**src/rtl/sar_adc_pkg.sv**
```systemverilog
// Shared types and helpers for the SAR ADC controller.
// Holds the FSM state encoding, default resolution and trial-code helper.
package sar_adc_pkg;

  localparam int SAR_WIDTH = 10;
  localparam int SAR_CNT_W = 8;

  typedef enum logic [1:0] {
    ST_IDLE   = 2'd0,
    ST_SAMPLE = 2'd1,
    ST_TRIAL  = 2'd2,
    ST_FINISH = 2'd3
  } sar_state_e;

  // Code presented to the DAC while bit idx is under trial.
  function automatic logic [31:0] sar_trial_code(input logic [31:0] acc, input logic [31:0] idx);
    return acc | (32'd1 << idx);
  endfunction

endpackage

```
**src/rtl/sar_adc_timer.sv**
```systemverilog
// Loadable down-counter shared by the sample and bit-settle phases.
// o_tc is asserted while enabled and the count has reached zero.
module sar_adc_timer
  import sar_adc_pkg::*;
#(
  parameter int CNT_W = SAR_CNT_W
) (
  input  logic             CLK,
  input  logic             RESETN,
  input  logic             i_load,
  input  logic [CNT_W-1:0] i_load_val,
  input  logic             i_en,
  output logic             o_tc
);

  logic [CNT_W-1:0] r_cnt;

  always_ff @(posedge CLK or negedge RESETN) begin
    if (!RESETN) begin
      r_cnt <= '0;
    end else if (i_load) begin
      r_cnt <= i_load_val;
    end else if (i_en && (r_cnt != '0)) begin
      r_cnt <= r_cnt - 1'b1;
    end
  end

  assign o_tc = i_en && (r_cnt == '0);

endmodule

```
**src/rtl/sar_adc_ctrl.sv**
```systemverilog
// Successive-approximation controller driving the DAC code bus, MSB first.
// Optional macro SAR_ADC_CONT_EN adds CONT for back-to-back conversions.
//
// state  | meaning
// IDLE   | waiting for START, DAC_D holds last code
// SAMPLE | track phase, SAMPLE high, DAC_D = 0
// TRIAL  | bit r_bit under trial, CMP decided on the last settle cycle
// FINISH | RESULT loaded, DONE pulses
module sar_adc_ctrl
  import sar_adc_pkg::*;
#(
  parameter int WIDTH         = SAR_WIDTH,
  parameter int SAMPLE_CYCLES = 2,
  parameter int SETTLE_CYCLES = 2
) (
  input  logic             CLK,
  input  logic             RESETN,
  input  logic             START,
  input  logic             CMP,
`ifdef SAR_ADC_CONT_EN
  input  logic             CONT,
`endif
  output logic [WIDTH-1:0] DAC_D,
  output logic             SAMPLE,
  output logic             BUSY,
  output logic             DONE,
  output logic [WIDTH-1:0] RESULT
);

  localparam int IDX_W = (WIDTH > 1) ? $clog2(WIDTH) : 1;
  localparam logic [SAR_CNT_W-1:0] SAMPLE_LOAD = SAR_CNT_W'(SAMPLE_CYCLES - 1);
  localparam logic [SAR_CNT_W-1:0] SETTLE_LOAD = SAR_CNT_W'(SETTLE_CYCLES - 1);

  sar_state_e             r_state, w_state_nxt;
  logic [WIDTH-1:0]       r_acc, w_acc_nxt, w_acc_dec, w_trial, w_dac_nxt;
  logic [IDX_W-1:0]       r_bit, w_bit_nxt;
  logic                   w_load, w_tc, w_tim_en, w_cont;
  logic [SAR_CNT_W-1:0]   w_load_val;

`ifdef SAR_ADC_CONT_EN
  assign w_cont = CONT;
`else
  assign w_cont = 1'b0;
`endif

  assign w_tim_en  = (r_state == ST_SAMPLE) || (r_state == ST_TRIAL);
  assign w_trial   = WIDTH'(sar_trial_code(32'(r_acc), 32'(r_bit)));
  assign w_acc_dec = CMP ? w_trial : r_acc;

  sar_adc_timer #(.CNT_W(SAR_CNT_W)) u_timer (
    .CLK        (CLK),
    .RESETN     (RESETN),
    .i_load     (w_load),
    .i_load_val (w_load_val),
    .i_en       (w_tim_en),
    .o_tc       (w_tc)
  );

  always_comb begin
    w_state_nxt = r_state;
    w_acc_nxt   = r_acc;
    w_bit_nxt   = r_bit;
    w_dac_nxt   = DAC_D;
    w_load      = 1'b0;
    w_load_val  = SETTLE_LOAD;
    case (r_state)
      ST_IDLE: begin
        if (START) begin
          w_state_nxt = ST_SAMPLE;
          w_dac_nxt   = '0;
          w_load      = 1'b1;
          w_load_val  = SAMPLE_LOAD;
        end
      end
      ST_SAMPLE: begin
        if (w_tc) begin
          w_state_nxt = ST_TRIAL;
          w_acc_nxt   = '0;
          w_bit_nxt   = IDX_W'(WIDTH - 1);
          w_dac_nxt   = WIDTH'(sar_trial_code(32'd0, 32'(WIDTH - 1)));
          w_load      = 1'b1;
        end
      end
      ST_TRIAL: begin
        if (w_tc) begin
          w_acc_nxt = w_acc_dec;
          if (r_bit == '0) begin
            w_state_nxt = ST_FINISH;
            w_dac_nxt   = w_acc_dec;
          end else begin
            w_bit_nxt = r_bit - 1'b1;
            w_dac_nxt = WIDTH'(sar_trial_code(32'(w_acc_dec), 32'(r_bit - 1'b1)));
            w_load    = 1'b1;
          end
        end
      end
      ST_FINISH: begin
        if (w_cont) begin
          w_state_nxt = ST_SAMPLE;
          w_dac_nxt   = '0;
          w_load      = 1'b1;
          w_load_val  = SAMPLE_LOAD;
        end else begin
          w_state_nxt = ST_IDLE;
        end
      end
      default: w_state_nxt = ST_IDLE;
    endcase
  end

  // Outputs are registered from the next state so they change cleanly on edges.
  always_ff @(posedge CLK or negedge RESETN) begin
    if (!RESETN) begin
      r_state <= ST_IDLE;
      r_acc   <= '0;
      r_bit   <= '0;
      DAC_D   <= '0;
      RESULT  <= '0;
      SAMPLE  <= 1'b0;
      BUSY    <= 1'b0;
      DONE    <= 1'b0;
    end else begin
      r_state <= w_state_nxt;
      r_acc   <= w_acc_nxt;
      r_bit   <= w_bit_nxt;
      DAC_D   <= w_dac_nxt;
      SAMPLE  <= (w_state_nxt == ST_SAMPLE);
      BUSY    <= (w_state_nxt != ST_IDLE);
      DONE    <= (w_state_nxt == ST_FINISH);
      if (w_state_nxt == ST_FINISH) begin
        RESULT <= w_acc_nxt;
      end
    end
  end

endmodule

```
**config.mk**
```make
export PLATFORM = sky130hd
export DESIGN_NAME = sar_adc_ctrl
export DESIGN_NICKNAME = d
export VERILOG_FILES = /design/src/rtl/sar_adc_pkg.sv /design/src/rtl/sar_adc_timer.sv /design/src/rtl/sar_adc_ctrl.sv
export SDC_FILE = /design/constraint.sdc
export NUM_CORES = 1
export LEC_CHECK = 0
export ABC_AREA = 1
export BUFFER_PORTS_ARGS = -buffer_cell sky130_fd_sc_hd__buf_2
export CAP_MARGIN = 20
export CORE_ASPECT_RATIO = 1.1
export CORE_MARGIN = 5
export CORE_UTILIZATION = 37
export DETAILED_ROUTE_END_ITERATION = 16
export MAX_ROUTING_LAYER = met4
export PLACE_DENSITY = 0.58
export SETUP_SLACK_MARGIN = 0.2
export SLEW_MARGIN = 15
export SYNTH_ARGS = -nofsm -noshare
export SYNTH_HDL_FRONTEND = slang
export SYNTH_SLANG_ARGS = --single-unit
```
**constraint.sdc**
```tcl
create_clock -name CLK -period 4.93 [get_ports CLK]
set_input_delay 0 -clock CLK [delete_from_list [all_inputs] [get_ports CLK]]
set_output_delay 0 -clock CLK [all_outputs]
set_load 0.05 [all_outputs]
```
; Yosys cells after proc, flatten, opt, wreduce, memory -nomap -nowiden
; Cells that the tools add are included.
[word_totals]
ff_bits = 47
inputBits = 4
word_cells = 63
[op_classes]
bitwise = 3
reduce_logical = 12
n_addsub = 3
mux = 25
eq_ne = 9
shifts = 2
[op_table]
columns = cell, n
row1 = $mux 10, 7
row2 = $shl 1x32->10 const A, 1
row3 = $pmux 10 s3, 1
row4 = $or 10x10->10, 2
row5 = $pmux 10 s2, 1
row6 = $mux 8, 2
row7 = $mux 4, 3
row8 = $shl 1x4->10 const A, 1
row9 = $logic_not 8->1, 1
row10 = $mux 2, 4
row11 = $pmux 2 s4, 1
row12 = $pmux 4 s2, 1
row13 = $reduce_and 4->1, 2
row14 = $reduce_bool 8->1, 1
row15 = $sub 8x1->8 const B, 1
row16 = $eq 2x2->1 const B, 3
row17 = $reduce_bool 2->1, 3
row18 = $sub 4x1->5 const B, 1
row19 = $eq 2x1->1 const B, 2
row20 = $logic_not 4->1, 1
row21 = $mux 1, 4
row22 = $ne 2x1->1 const B, 2
row23 = $ne 2x2->1 const B, 2
row24 = $pmux 1 s4, 1
row25 = 5 further kinds, 6

; Depth between registers and ports, before layout
[depth]
word_depth = 7
ltp_mapped = 14
depth_no_buf = 13

; Hierarchy
; A second synthesis with hierarchy kept.
[unflattened]
hier_cells = 369
hier_area_um2 = 2736.4
[modules_own_cells]
columns = module, cells_per_inst, seq_area_each_um2, n_inst, area_per_inst_um2
row1 = sar_adc_ctrl, 286, 975.9, 1, 2167.1
row2 = sar_adc_timer, 83, 200.2, 1, 569.3

; Worst setup path after synthesis
; OpenSTA, ideal clock, no wires.
[synth_timing]
kind = register -> register
start = register r_state[0]
end = register RESULT[0]
path_buffers = 1
stages_incl_launch_ff = 11
synth_period_minus_slack_ns = 1.751
slack_ns = 3.179
setup_time_ns = 0.119
t_arrival_ns = 1.632
t_required_ns = 4.811
path_cell_list = dfrtp_1 inv_1 ha_1 nand3_4 o21ai_1 nand2_2 nand2_4 nand2_4 buf_8 nand2_2 nand2_1
[synth_between]
elab_chain_len = 6
word_cells_on_any_way = 15
classes_between = 4 x eq/ne / 8 x mux / 3 x reduce/logical
[synth_rtl]
columns = item, line
row1 = start: declaration, sar_adc_ctrl.sv:34  ; sar_state_e r_state, w_state_nxt;
row2 = start signal: assignment, sar_adc_ctrl.sv:123  ; r_state <= w_state_nxt;
row3 = $eq 2x1->1 / $eq 2x2->1 (equally long branches), "sar_adc_ctrl.sv:46, sar_adc_ctrl.sv:66"
row4 = $logic_or 1x1->1, sar_adc_ctrl.sv:46  ; assign w_tim_en = (r_state == ST_SAMPLE) || (r_state == ST_TRIAL);
row5 = $logic_and 1x1->1, sar_adc_timer.sv:28  ; assign o_tc = i_en && (r_cnt == '0);
row6 = $mux 2 (on tied branches), "sar_adc_ctrl.sv:85, sar_adc_ctrl.sv:76"
row7 = $pmux 2 s4, sar_adc_ctrl.sv:66  ; case (r_state)
row8 = $eq 2x2->1, sar_adc_ctrl.sv:130  ; if (w_state_nxt == ST_FINISH) begin
row9 = end signal: assignment, sar_adc_ctrl.sv:131  ; RESULT <= w_acc_nxt;
row10 = end: declaration, sar_adc_ctrl.sv:27  ; output logic [WIDTH-1:0] RESULT
; Several ways; a longest one is shown, not always the timed one.
; A chain may end at the register's enable or synchronous reset.

; Worst setup path in the final report
[layout_timing]
start = register r_state[0]
end = register RESULT[9]
; Same word-level chain as after synthesis.

==> flow_summary.ini <==
[worst_setup_path]
cp_data_required_time_ns = 5.13
max_stage_delay_ns = 0.47
worst-path-buf-inv = 2
reg2regPathDepth = 9
crit_chain = inv_1 -> ha_1 -> inv_1 -> a21oi_1 -> nand2_2 -> nand2_4 -> nand2_4 -> nand2_1 -> nand2_1
r2r_setup_slack_ns = 2.80
crit_family = simple AND/OR/NAND/NOR gates
crit_path_max_fanout = 12
reg2reg_from = r_state[0]
cpMaxStageDelayCell = ha_1
crit_arrival_ns = 2.33
end_kind = flip-flop
startpoint_type = flip-flop
worst-setup-path-type = reg -> reg
r2r-end = RESULT[9]

[global_route]
grt.overflow.total = 0
grt_pass1_wl_mm = 9.88
grt_pass1_vias = 2163
grt_start_max_net_pins = 48
track_usage_pct = 13.7
antenna_found_initial = 0

[clock_network]
insertion_delay_ns = 0.30
cts_inserted_buffers = 5
clock_sinks = 47
cts_tree = done
ctsResizeCount = 0
clk_pin_slew_ns = 0.09
htreeDepth = 2
cts.path.max_buffers = 2
root_buffer = clkbuf_8

[drt]
drt_pass1_iterations = 4
ant_nets = 0
drt_iter0_drc = 102
post_drt_via_cell_ratio = 4.88
post-route-drc-count = 0
routed_wl_mm = 5.72
vias = 2142
wire_per_inst_um = 13.0

[hold_path]
hold_path_class = in -> reg
min_from = START
min_to = BUSY
whs_path_depth = 4

[yosys]
ys_top_cells_by_area = dfrtp_1 (43%), nand2_1 (7.9%), nor2_1 (6.4%), ha_1 (5.5%), nand3_1 (4.2%)
synth_top_cell_by_area = dfrtp_1
ys_ff_latch = 47
synth_cells = 325
synth.avg_cell_area_um2 = 8.37
synth_flop_cell = dfrtp_1
synth_nets = 341
synth-warning-count = 0
synth_edf_count = 0
synth_top_area_share_pct = 43.3
async_flop_share_pct = 100
synth-seq-area-share_pct = 43.3
synth.distinct_cells = 36
syn_area_um2 = 2720

[sta]
rsz0062_at_grt = no
hold_slack_ns = 0.161
timing.fmax_mhz = 470
hold_viol = 0
period_share_pct = 43.1
fin_skew_ns = 0.00581
report.final.slew_viol_count = 0
fin_setup_tns_ns = 0
finalCriticalPeriod_ns = 2.13
slew_headroom_pct = 60.8
worst_slew_pin_slew_ns = 0.589
setup_violations = 0
setup_ws_ns = 2.80

[floorplanning]
initial_utilization_pct = 38.4
ioPinCount = 27
core.rowCount = 32
coreArea_um2 = 7090
die_h_um = 99.9
die_w_um = 91.7
dieArea_um2 = 9160

[power_and_ir_drop]
peakVddDrop_mv = 0.297
finalPower_mw = 1.75
power_leakage_nw = 1.56
power_density_nw_per_um2 = 579

[final_layout]
mostFrequentLayoutCell = nand2_1
diodes = 0
stdcell_area_um2 = 3020
drive_gt1_share_pct = 22.3
final_nets = 369
area_growth_syn_to_layout_pct = 11.0
final_cell_mix = nand2_1 (57), dfrtp_1 (47), nor2_1 (46)

[placed_design]
placed_area_um2 = 2890
dp_slack_ns = 2.81
place_hpwl_mm = 4.43
port-buffer-count = 26
gp_congestion = 0.815

[outcome]
status = complete, no violations

[job]
cap_violations = 0
-- area by class of cell --
class	count	area, um2
clock buffers	5	68.8
clock inverters	3	47.5
well taps	85	106
fillers	724	4070
multi-input cells	236	1340
flip-flops and latches	47	1180
inverters	36	135
repair buffers	27	143
-- what timing repair did --
action,4_1_cts,5_1_grt
hold buffers,1,0
endpoints found under the hold margin,47,0
setup buffers,0,0
-- sequential cells by signal (all words and copies together), names as in the netlist --
signal	flops
RESULT	10
r_bit	4
BUSY	1
r_state	2
DAC_D	10
SAMPLE	1
DONE	1
u_timer.r_cnt	8
r_acc	10
-- synth_stat cells (6+ instances only) --
cell type   n
a21oi_1     9
dfrtp_1    47
ha_1       12
inv_1      28
inv_2       8
nand2_1    57
nand2_2    15
nand2_4     6
nand3_1    23
nor2_1     46
o21ai_0    10
o21ai_1    14
-- metal layers --
metal | global-route usage, % | share of wire [%]
met2 | 23.5 | 50
met3 | 2.32 | 3.2
met1 | 16.5 | 46
met4 | 4.34 | 1.6
met5 | - | 0
-- metrics by stage --
| stage | instances | util, % |
|---|---|---|
| 6_report | 439 | 42.6 |
| 2_1_floorplan | 325 | - |
| 3_3_place_gp | 430 | 40.7 |
| 3_5_place_dp | 430 | 40.7 |
| 5_1_grt | 439 | 42.6 |
| 4_1_cts | 439 | 42.5 |
-- worst max path at each step --
stage	from	end	cells after the start
detailed placement	r_state[0]	RESULT[9]	9
floorplan	r_state[0]	RESULT[0]	10
global placement	r_state[0]	RESULT[9]	9
CTS	r_state[0]	RESULT[9]	9
finish	r_state[0]	RESULT[9]	9
global route	r_state[0]	RESULT[7]	9
-- cells by family (layout without fill, tap and decap cells) --
logic type      count (synthesis)  after routing  synth area share [%]
simple gates                  174            174                  32.3
compound gates                 44             44                  9.57
fa+ha+maj                      12             12                  5.52
flops                          47             47                  43.3
buf+inv                        42             71                  7.45
xor+xnor                        6              6                  1.93
-- worst min-delay path, stage by stage --
cell,delay [ns]
buf_2,0.09
nor2_1,0.07
nand2_1,0.13
nand4_1,0.12
-- report_power, final --
group | internal (mW) | leakage (nW) | switching (mW)
logic | 0.278 | 0.868 | 0.682
clock network | 0.154 | 0.0587 | 0.138
registers | 0.448 | 0.634 | 0.0483
Note: power is estimated with default switching activity, not from simulation.
